$ cat config.mk
export PLATFORM = sky130hd
export DESIGN_NAME = stage_fetch1_flat
export DESIGN_NICKNAME = d
export VERILOG_FILES = /design/src/rtl/stage_fetch1_pkg.sv /design/src/rtl/stage_fetch1_if.sv /design/src/rtl/stage_fetch1.sv /design/src/flat_wrapper.sv
export SDC_FILE = /design/constraint.sdc
export NUM_CORES = 1
export LEC_CHECK = 0
export ABC_AREA = 1
export ABC_CLOCK_PERIOD_IN_PS = 1500
export BUFFER_PORTS_ARGS = -buffer_cell sky130_fd_sc_hd__buf_2
export CAP_MARGIN = 20
export CORE_UTILIZATION = 47
export CTS_CLUSTER_DIAMETER = 80
export DETAILED_ROUTE_END_ITERATION = 7
export PLACE_DENSITY_LB_ADDON = 0.1
export SLEW_MARGIN = 20
export SYNTH_ARGS = -nofsm -noshare
export SYNTH_HDL_FRONTEND = slang
export SYNTH_SLANG_ARGS = --single-unit
$ cat constraint.sdc
create_clock -name clk_core -period 1.5 [get_ports clk_core]
set_input_delay 0.075 -clock clk_core [delete_from_list [all_inputs] [get_ports clk_core]]
set_output_delay 0.075 -clock clk_core [all_outputs]
set_load 0.02 [all_outputs]
$ cat src/rtl/stage_fetch1_pkg.sv
// Shared types for the second fetch stage: FSM encoding and field widths.
package stage_fetch1_pkg;

  localparam int PC_W   = 30;
  localparam int INSN_W = 32;

  typedef enum logic [1:0] {
    EMPTY = 2'd0,
    WAIT  = 2'd1,
    FULL  = 2'd2,
    DROP  = 2'd3
  } fe1_state_t;

  // A faulting fetch0 request never reaches the cache, so it lands directly in the buffer.
  function automatic fe1_state_t take_target(input logic exc);
    return exc ? FULL : WAIT;
  endfunction

endpackage

$ cat src/rtl/stage_fetch1_if.sv
// Fetch0 request, instruction-cache response and decode-side signals of fetch1.
interface stage_fetch1_if;
  import stage_fetch1_pkg::*;

  logic              fe0_valid;
  logic [PC_W-1:0]   fe0_pc;
  logic              fe0_exc;
  logic              fe1_stall;
  logic              ic_resp_valid;
  logic [INSN_W-1:0] ic_resp_data;
  logic              ic_resp_fault;
  logic              de_setpc;
  logic              csr_kill;
  logic              de_stall;
  logic              fe1_valid;
  logic              fe1_exc;
  logic [PC_W-1:0]   fe1_pc;
  logic [INSN_W-1:0] fe1_insn;

  modport master (
    output fe0_valid, fe0_pc, fe0_exc,
    output ic_resp_valid, ic_resp_data, ic_resp_fault,
    output de_setpc, csr_kill, de_stall,
    input  fe1_stall, fe1_valid, fe1_exc, fe1_pc, fe1_insn
  );

  modport slave (
    input  fe0_valid, fe0_pc, fe0_exc,
    input  ic_resp_valid, ic_resp_data, ic_resp_fault,
    input  de_setpc, csr_kill, de_stall,
    output fe1_stall, fe1_valid, fe1_exc, fe1_pc, fe1_insn
  );
endinterface

$ cat src/rtl/stage_fetch1.sv
// Second fetch stage: tracks the one outstanding cache request, bypasses or buffers the
// response for decode, and discards wrong-path responses after a redirect or kill.
module stage_fetch1
  import stage_fetch1_pkg::*;
#(
  parameter logic [31:0] RESET_PC = 32'h0000_0000
) (
  input  logic           clk_core,
  input  logic           reset_n,
  stage_fetch1_if.slave  bus
);

  fe1_state_t        state_p1, state_d;
  logic [PC_W-1:0]   pc_p1;
  logic [INSN_W-1:0] insn_p1;
  logic              fault_p1;

  logic              kill, in_wait, in_full, in_drop;
  logic              present, fault_sel, stall, take, capture;
  logic [INSN_W-1:0] insn_sel;

  assign kill    = bus.de_setpc | bus.csr_kill;
  assign in_wait = (state_p1 == WAIT);
  assign in_full = (state_p1 == FULL);
  assign in_drop = (state_p1 == DROP);

  assign present   = (in_wait & bus.ic_resp_valid) | in_full;
  assign fault_sel = in_full ? fault_p1 : bus.ic_resp_fault;
  assign insn_sel  = in_full ? insn_p1  : bus.ic_resp_data;

  assign stall = kill
               | (in_wait & ~bus.ic_resp_valid)
               | (present & bus.de_stall)
               | (in_drop & ~bus.ic_resp_valid);

  assign take    = bus.fe0_valid & ~stall;
  assign capture = in_wait & bus.ic_resp_valid & bus.de_stall & ~kill;

  assign bus.fe1_stall = stall;
  assign bus.fe1_valid = present & ~fault_sel & ~kill;
  assign bus.fe1_exc   = present &  fault_sel & ~kill;
  assign bus.fe1_pc    = pc_p1;
  assign bus.fe1_insn  = (present & ~fault_sel & ~kill) ? insn_sel : '0;

  always_comb begin
    state_d = state_p1;
    if (kill) begin
      // An unanswered request must have its response swallowed later; anything else is dropped now.
      unique case (state_p1)
        WAIT:    state_d = bus.ic_resp_valid ? EMPTY : DROP;
        DROP:    state_d = bus.ic_resp_valid ? EMPTY : DROP;
        default: state_d = EMPTY;
      endcase
    end else begin
      unique case (state_p1)
        EMPTY: if (take) state_d = take_target(bus.fe0_exc);
        WAIT: begin
          if (bus.ic_resp_valid) begin
            if (bus.de_stall)  state_d = FULL;
            else if (take)     state_d = take_target(bus.fe0_exc);
            else               state_d = EMPTY;
          end
        end
        FULL: begin
          if (!bus.de_stall) state_d = take ? take_target(bus.fe0_exc) : EMPTY;
        end
        DROP: begin
          if (bus.ic_resp_valid) state_d = take ? take_target(bus.fe0_exc) : EMPTY;
        end
        default: state_d = EMPTY;
      endcase
    end
  end

  // ---- stage p1: request tracking and single-entry buffer ----
  always_ff @(posedge clk_core) begin
    if (!reset_n) begin
      state_p1 <= EMPTY;
      pc_p1    <= RESET_PC[31:2];
      insn_p1  <= '0;
      fault_p1 <= 1'b0;
    end else begin
      state_p1 <= state_d;
      if (take) pc_p1 <= bus.fe0_pc;
      if (take && bus.fe0_exc) begin
        insn_p1  <= '0;
        fault_p1 <= 1'b1;
      end else if (capture) begin
        insn_p1  <= bus.ic_resp_data;
        fault_p1 <= bus.ic_resp_fault;
      end
    end
  end

endmodule

$ cat src/flat_wrapper.sv
// flat-port wrapper written by rule: the top's interface ports become plain ports
module stage_fetch1_flat import stage_fetch1_pkg::*;
#(
  parameter logic [31:0] RESET_PC = 32'h0000_0000
)
  (clk_core, reset_n, bus_fe0_valid, bus_fe0_pc, bus_fe0_exc, bus_ic_resp_valid, bus_ic_resp_data, bus_ic_resp_fault, bus_de_setpc, bus_csr_kill, bus_de_stall, bus_fe1_stall, bus_fe1_valid, bus_fe1_exc, bus_fe1_pc, bus_fe1_insn);
  stage_fetch1_if bus_i ();
  input  logic clk_core;
  input  logic reset_n;
  input wire logic [$bits(bus_i.fe0_valid)-1:0] bus_fe0_valid;
  input wire logic [$bits(bus_i.fe0_pc)-1:0] bus_fe0_pc;
  input wire logic [$bits(bus_i.fe0_exc)-1:0] bus_fe0_exc;
  input wire logic [$bits(bus_i.ic_resp_valid)-1:0] bus_ic_resp_valid;
  input wire logic [$bits(bus_i.ic_resp_data)-1:0] bus_ic_resp_data;
  input wire logic [$bits(bus_i.ic_resp_fault)-1:0] bus_ic_resp_fault;
  input wire logic [$bits(bus_i.de_setpc)-1:0] bus_de_setpc;
  input wire logic [$bits(bus_i.csr_kill)-1:0] bus_csr_kill;
  input wire logic [$bits(bus_i.de_stall)-1:0] bus_de_stall;
  output wire logic [$bits(bus_i.fe1_stall)-1:0] bus_fe1_stall;
  output wire logic [$bits(bus_i.fe1_valid)-1:0] bus_fe1_valid;
  output wire logic [$bits(bus_i.fe1_exc)-1:0] bus_fe1_exc;
  output wire logic [$bits(bus_i.fe1_pc)-1:0] bus_fe1_pc;
  output wire logic [$bits(bus_i.fe1_insn)-1:0] bus_fe1_insn;
  assign bus_i.fe0_valid = bus_fe0_valid;
  assign bus_i.fe0_pc = bus_fe0_pc;
  assign bus_i.fe0_exc = bus_fe0_exc;
  assign bus_i.ic_resp_valid = bus_ic_resp_valid;
  assign bus_i.ic_resp_data = bus_ic_resp_data;
  assign bus_i.ic_resp_fault = bus_ic_resp_fault;
  assign bus_i.de_setpc = bus_de_setpc;
  assign bus_i.csr_kill = bus_csr_kill;
  assign bus_i.de_stall = bus_de_stall;
  assign bus_fe1_stall = bus_i.fe1_stall;
  assign bus_fe1_valid = bus_i.fe1_valid;
  assign bus_fe1_exc = bus_i.fe1_exc;
  assign bus_fe1_pc = bus_i.fe1_pc;
  assign bus_fe1_insn = bus_i.fe1_insn;
  stage_fetch1 #(.RESET_PC(RESET_PC)) u_core (.clk_core(clk_core), .reset_n(reset_n), .bus(bus_i));
endmodule
==> metrics.txt, run 1 <==
Max VDD drop=just under 0.9 mV; gr usage total=approximately 23%; top cell type's share of synthesized area=a little over two fifths; initial antenna violation count=0; Final Hold Slack=between 5 and 6 ps; CP Launch Point=u_core.state_p1[0]; synth-to-layout area growth=54.1%; io pins=136; CTS tree=done; CTS Buf Count=9; Worst Setup EP=bus_fe1_insn[27]; total grt overflow=0; Final Wtd Congestion=0.788; Comb pwr share=around 17%; Slew Viols, Final=0; starting density of the core=between 40% and 50%; worst reg-to-reg setup slack=-80 ps; leakage power=roughly 2.1 nW; Area contributors post-synth=dfxtp_1 (42%), nand2_1 (13%), a21oi_1 (11%); post-synthesis sequential area ratio=41.8%; ys flop type=dfxtp_1; max_slew headroom=between 70 and 80%; initial detailed-routing violation count=139; r2r endpoint=u_core.bus.fe1_pc[5]; synth unique cells=25; die area=6950 um^2; TritonRoute pass-1 iters=4; EDFF count, synth=0; Fmax=~550 MHz; type of the worst min-delay path=in -> reg; status=finished with violations; Period Utilization, post-route=121%; Final WS setup=-321 ps; first-pass GRT wire length=between 10000 and 15000 um; Critical Path RT=between 1000 and 1500 ps; share of layout cells above drive strength 1=39.8%; syn_area_per_cell=7.25 um^2; Final TNS setup=-10210 ps; most frequent cell after synthesis=nand2_1; pin count of the biggest net entering global routing=36; Root Buffer=clkbuf_8; average wire per standard cell=approximately 13 um; vias in the first global route=around 3100; Rows=29; final setup vio count=66; Hold Vio Cnt, Final=0; reg2reg path depth=8; Vias=3418; die height=roughly 83 um; Worst-path clk slew=around 70 ps; Sequential Power Share=a little over two fifths; CP Max Fanout=14; YS warnings=0; net switching power figure=approximately 1.0 mW; Switching Fraction=around a quarter; WS Path Type=reg -> out; IO buf count=about 140; Bufs on Longest Clock Path=2; Final Util=75.1%; Clk Latency, worst-skew pair=between 300 and 400 ps; largest area contributor in the netlist=dfxtp_1; Layout Skew=about 7.0 ps; Post-Syn Area=3110 um^2; Antenna Cells=0; fin crit period=around 1800 ps; die width=83.4 um; WHS Path Cells=3; Core Box Area=around 6400 um^2; post-route DRC violation count=0; synth cell count leaders=nand2_1 (106), a21oi_1 (68), dfxtp_1 (65), inv_1 (40), nand3_1 (35); HPWL Detailed=roughly 5500 um; Via density=just over 5; RSZ-0062 raised after global routing=true; ys async rst share=0%; violated checks=negative setup slack; pin slew with the least headroom to its limit=just over 400 ps; Reg2Reg Launch Point=u_core.state_p1[0]; final WL=approximately 9000 um; NumNets Final=658; Pint=a little over 3 mW; CTS H-Tree Depth=3; CTS sink count=65; critical path arrival=between 1500 and 2000 ps; Seq cells post-synth=65; Post-Syn Nets=500; antenna viol nets, final=0; Power Total=slightly above 4 mW; Syn Inst Count=roughly 430; critical path endpoint category=output port; max-cap violations=0; clock power share=between 30 and 40%; Pwr Density=859 nW/um^2; kind of start point of the critical path=flop
critical path: stages, from the launching register on:
cell     delay (ps)
dfxtp_2         350
inv_4            50
nand2_4          80
mux2i_4         260
nand3_4         170
buf_12          200
a21oi_2         130
buf_4           160
layout by cell type, fill, tap and decap left out, types with 2 or more instances in the layout:
master / n
a21oi_1: 64
a21oi_2: 28
a21oi_4: 5
buf_12: 9
buf_2: 101
buf_4: 35
buf_6: 13
bufinv_16: 2
clkbuf_1: 2
clkbuf_16: 7
clkbuf_8: 10
dfxtp_1: 63
dlygate4sd3_1: 12
inv_1: 39
nand2_1: 102
nand2_2: 4
nand2_4: 4
nand3_1: 35
nand3_4: 3
nand4_1: 2
nor2_1: 4
nor2_2: 3
o21ai_0: 5
o21ai_1: 25
cell type report:
cell class	count	area, um^2
multi-input cells	291	1610
well taps	77	96.3
clock buffers	12	145
clock inverters	3	65.1
fillers	490	1590
inverters	42	165
repair buffers	178	1410
flip-flops and latches	65	1310
flip-flops by register name (all words and copies together) (netlist names):
| signal | cells |
|---|---|
| u_core.bus.fe1_pc | 30 |
| u_core.fault_p1 | 1 |
| u_core.insn_p1 | 32 |
| u_core.state_p1 | 2 |
power groups by stage:
stage | clock network, mW | registers [mW] | logic [mW]
global route | 1.70 | 1.82 | 0.773
CTS | 1.61 | 1.81 | 0.598
floorplan | 0 | 1.90 | 0.270
detailed placement | 0 | 1.85 | 0.571
global placement | 0 | 1.85 | 0.560
finish | 1.59 | 1.81 | 0.716
logic make-up after synthesis:
family,Yosys count,share of synthesized area (%)
AOI/OAI and AO/OA,130,24.4
muxes,1,0.322
DFF,65,41.8
buffers and inverters,73,10.6
and+or+nand+nor,160,22.8
layer usage:
| metal | vias to the layer above | track usage, % | routed length (um) |
|---|---|---|---|
| li1 | 1725 | - | - |
| met1 | 1567 | 27.2 | 3790 |
| met5 | - | 0 | 0 |
| met2 | 114 | 40.3 | 4480 |
| met3 | 12 | 5.77 | 594 |
| met4 | 0 | 9.40 | 146 |
worst min path at each step:
| stage | from | to | slack, ps |
|---|---|---|---|
| floorplan | reset_n | u_core.bus.fe1_pc[27] | 210 |
| global placement | bus_fe0_pc[15] | u_core.bus.fe1_pc[15] | 330 |
| detailed placement | bus_fe0_pc[8] | u_core.bus.fe1_pc[8] | 340 |
| CTS | bus_fe0_pc[26] | u_core.bus.fe1_pc[26] | 0.5 |
| global route | bus_fe0_pc[12] | u_core.bus.fe1_pc[12] | 7 |
| finish | bus_fe0_pc[17] | u_core.bus.fe1_pc[17] | 5 |
timing repair:
item	CTS	global route
pin swaps	0	4
setup buffers	0	6
cloned	0	8
hold endpoints to repair	12	0
gates resized for setup	7	79
endpoints found under the setup margin	33	76
hold buffers	12	0
stage by stage:
step,cells,setup slack [ps],cell area [um^2]
finish,668,-321,4790
global route,668,-382,4790
CTS,654,-299,4280
detailed placement,627,27.2,3930
global placement,627,83.0,3930
floorplan,429,92.4,3110
Power figures use the tool's default switching activity.
==> run 2, diff against run 1 <==
--- a/config.mk
+++ b/config.mk
@@ -13,6 +13,7 @@
 export CTS_CLUSTER_DIAMETER = 80
 export DETAILED_ROUTE_END_ITERATION = 7
 export PLACE_DENSITY_LB_ADDON = 0.1
+export SETUP_SLACK_MARGIN = 0.1
 export SLEW_MARGIN = 20
 export SYNTH_ARGS = -nofsm -noshare
 export SYNTH_HDL_FRONTEND = slang
==> metrics.txt, run 2 (synthesis gave the netlist of run 1 again) <==
Vias=about 3500; critical path endpoint category=output port; Antenna Cells=0; Slew Viols, Final=0; max_slew headroom=between 60 and 70%; final setup vio count=36; Pwr Density=roughly 850 nW/um^2; placed cell area=between 3000 and 4000 um^2; first-pass GRT wire length=13300 um; Bufs on Longest Clock Path=2; Worst-path clk slew=roughly 70 ps; starting density of the core=between 40% and 50%; synth-to-layout area growth=58.9%; io pins=around 140; die height=around 83 um; kind of start point of the critical path=flop; Layout Skew=roughly 6.7 ps; pin slew with the least headroom to its limit=562 ps; Rows=29; gr usage total=between 20% and 30%; Fmax=564 MHz; CTS Buf Count=9; vias in the first global route=slightly above 3000; type of the worst min-delay path=in -> reg; critical path arrival=1700 ps; Root Buffer=clkbuf_8; Final Hold Slack=~4 ps; Via density=~5.3; IO buf count=135; initial detailed-routing violation count=around 140; WS Path Type=reg -> out; placed cells=~630; TritonRoute pass-1 iters=4; initial antenna violation count=0; Final WS setup=-273 ps; cell area after layout=approximately 4900 um^2; violated checks=negative setup slack; most common cell after layout, fill and taps aside=buf_2; share of layout cells above drive strength 1=48.0%; Period Utilization, post-route=118%; total grt overflow=0; Final Wtd Congestion=about 0.79; die width=83.4 um; CTS H-Tree Depth=3; status=finished with violations; die area=a little under 7000 um^2; # fillers=approximately 460; Reg with most FFs=u_core.insn_p1; RSZ-0062 raised after global routing=true; Hold Vio Cnt, Final=0; commonest cells after routing, fill and taps aside=buf_2 (127), nand2_1 (105), a21oi_2 (65); CTS sink count=between 60 and 70; leakage power=approximately 2.1 nW; NumNets Final=663; CP Max Fanout=19; Max VDD drop=slightly below 0.9 mV; post-route DRC violation count=0; antenna viol nets, final=0; max FFs per register=32; DP Worst Slack=between 20 and 30 ps; pin count of the biggest net entering global routing=36; Clk Latency, worst-skew pair=330 ps; average wire per standard cell=about 14 um; max-cap violations=0; Critical Path RT=1420 ps; Core Box Area=6390 um^2; final WL=roughly 9500 um; Final Non-Filler Cells=roughly 670; CTS tree=done; fin crit period=between 1500 and 2000 ps; HPWL Detailed=~5500 um
-- run 2: layer usage --
metal	track usage, %	part of all wire (%)	up-vias
li1	-	-	1727
met1	27.1	40	1661
met2	40.5	51	139
met3	5.77	7.1	20
met4	9.25	2.1	0
met5	0	0	-
-- run 2: cell type report --
| class | count | area, um^2 | area share, % |
|---|---|---|---|
| timing repair buffer | 183 | 1380 | 27.8 |
| tap | 77 | 96.3 | 1.95 |
| clock buffer | 12 | 145 | 2.94 |
| clock inverter | 3 | 65.1 | 1.32 |
| sequential | 65 | 1310 | 26.4 |
| multi-input combinational | 291 | 1800 | 36.3 |
| inverter | 42 | 160 | 3.24 |
-- run 2: path summary, 6_finish.rpt --
path	start	to	slack, ps	depth (start not counted)
worst max-delay path	u_core.state_p1[0]	bus_fe1_insn[1]	-270	7
worst min-delay path	bus_fe0_pc[17]	u_core.bus.fe1_pc[17]	4	3
worst max register to register	u_core.state_p1[0]	u_core.state_p1[0]	-20	11
worst min register to register	u_core.bus.fe1_pc[24]	u_core.bus.fe1_pc[24]	440	2
-- run 2: metrics by stage --
stage	utilization (%)	setup TNS, ps	power [mW]
global placement	61.5	0	2.41
CTS	67.5	-8130	4.03
detailed placement	61.5	0	2.42
global route	77.4	-12430	4.37
finish	77.4	-8120	4.20
floorplan	-	0	2.17
-- run 2: repair_timing --
item | in CTS | in global routing
setup endpoints to repair | 50 | 85
setup buffers | 0 | 9
endpoints found under the hold margin | 12 | 0
pin swaps | 1 | 4
resized for setup | 15 | 86
hold buffers | 12 | 0
gates cloned | 0 | 10
-- run 2: power by group --
group	switching, mW	leakage, nW	internal, mW
sequential	0.0319	0.529	1.78
clock	0.622	0.106	0.971
combinational	0.441	1.50	0.352
-- run 2: worst max-delay path: stages, from the launching register on --
cell and delay [ps]:
dfxtp_2 360, inv_4 60, nand2_8 80, mux2i_4 240, nand3_2 120, buf_8 200
a21oi_1 140, buf_4 160
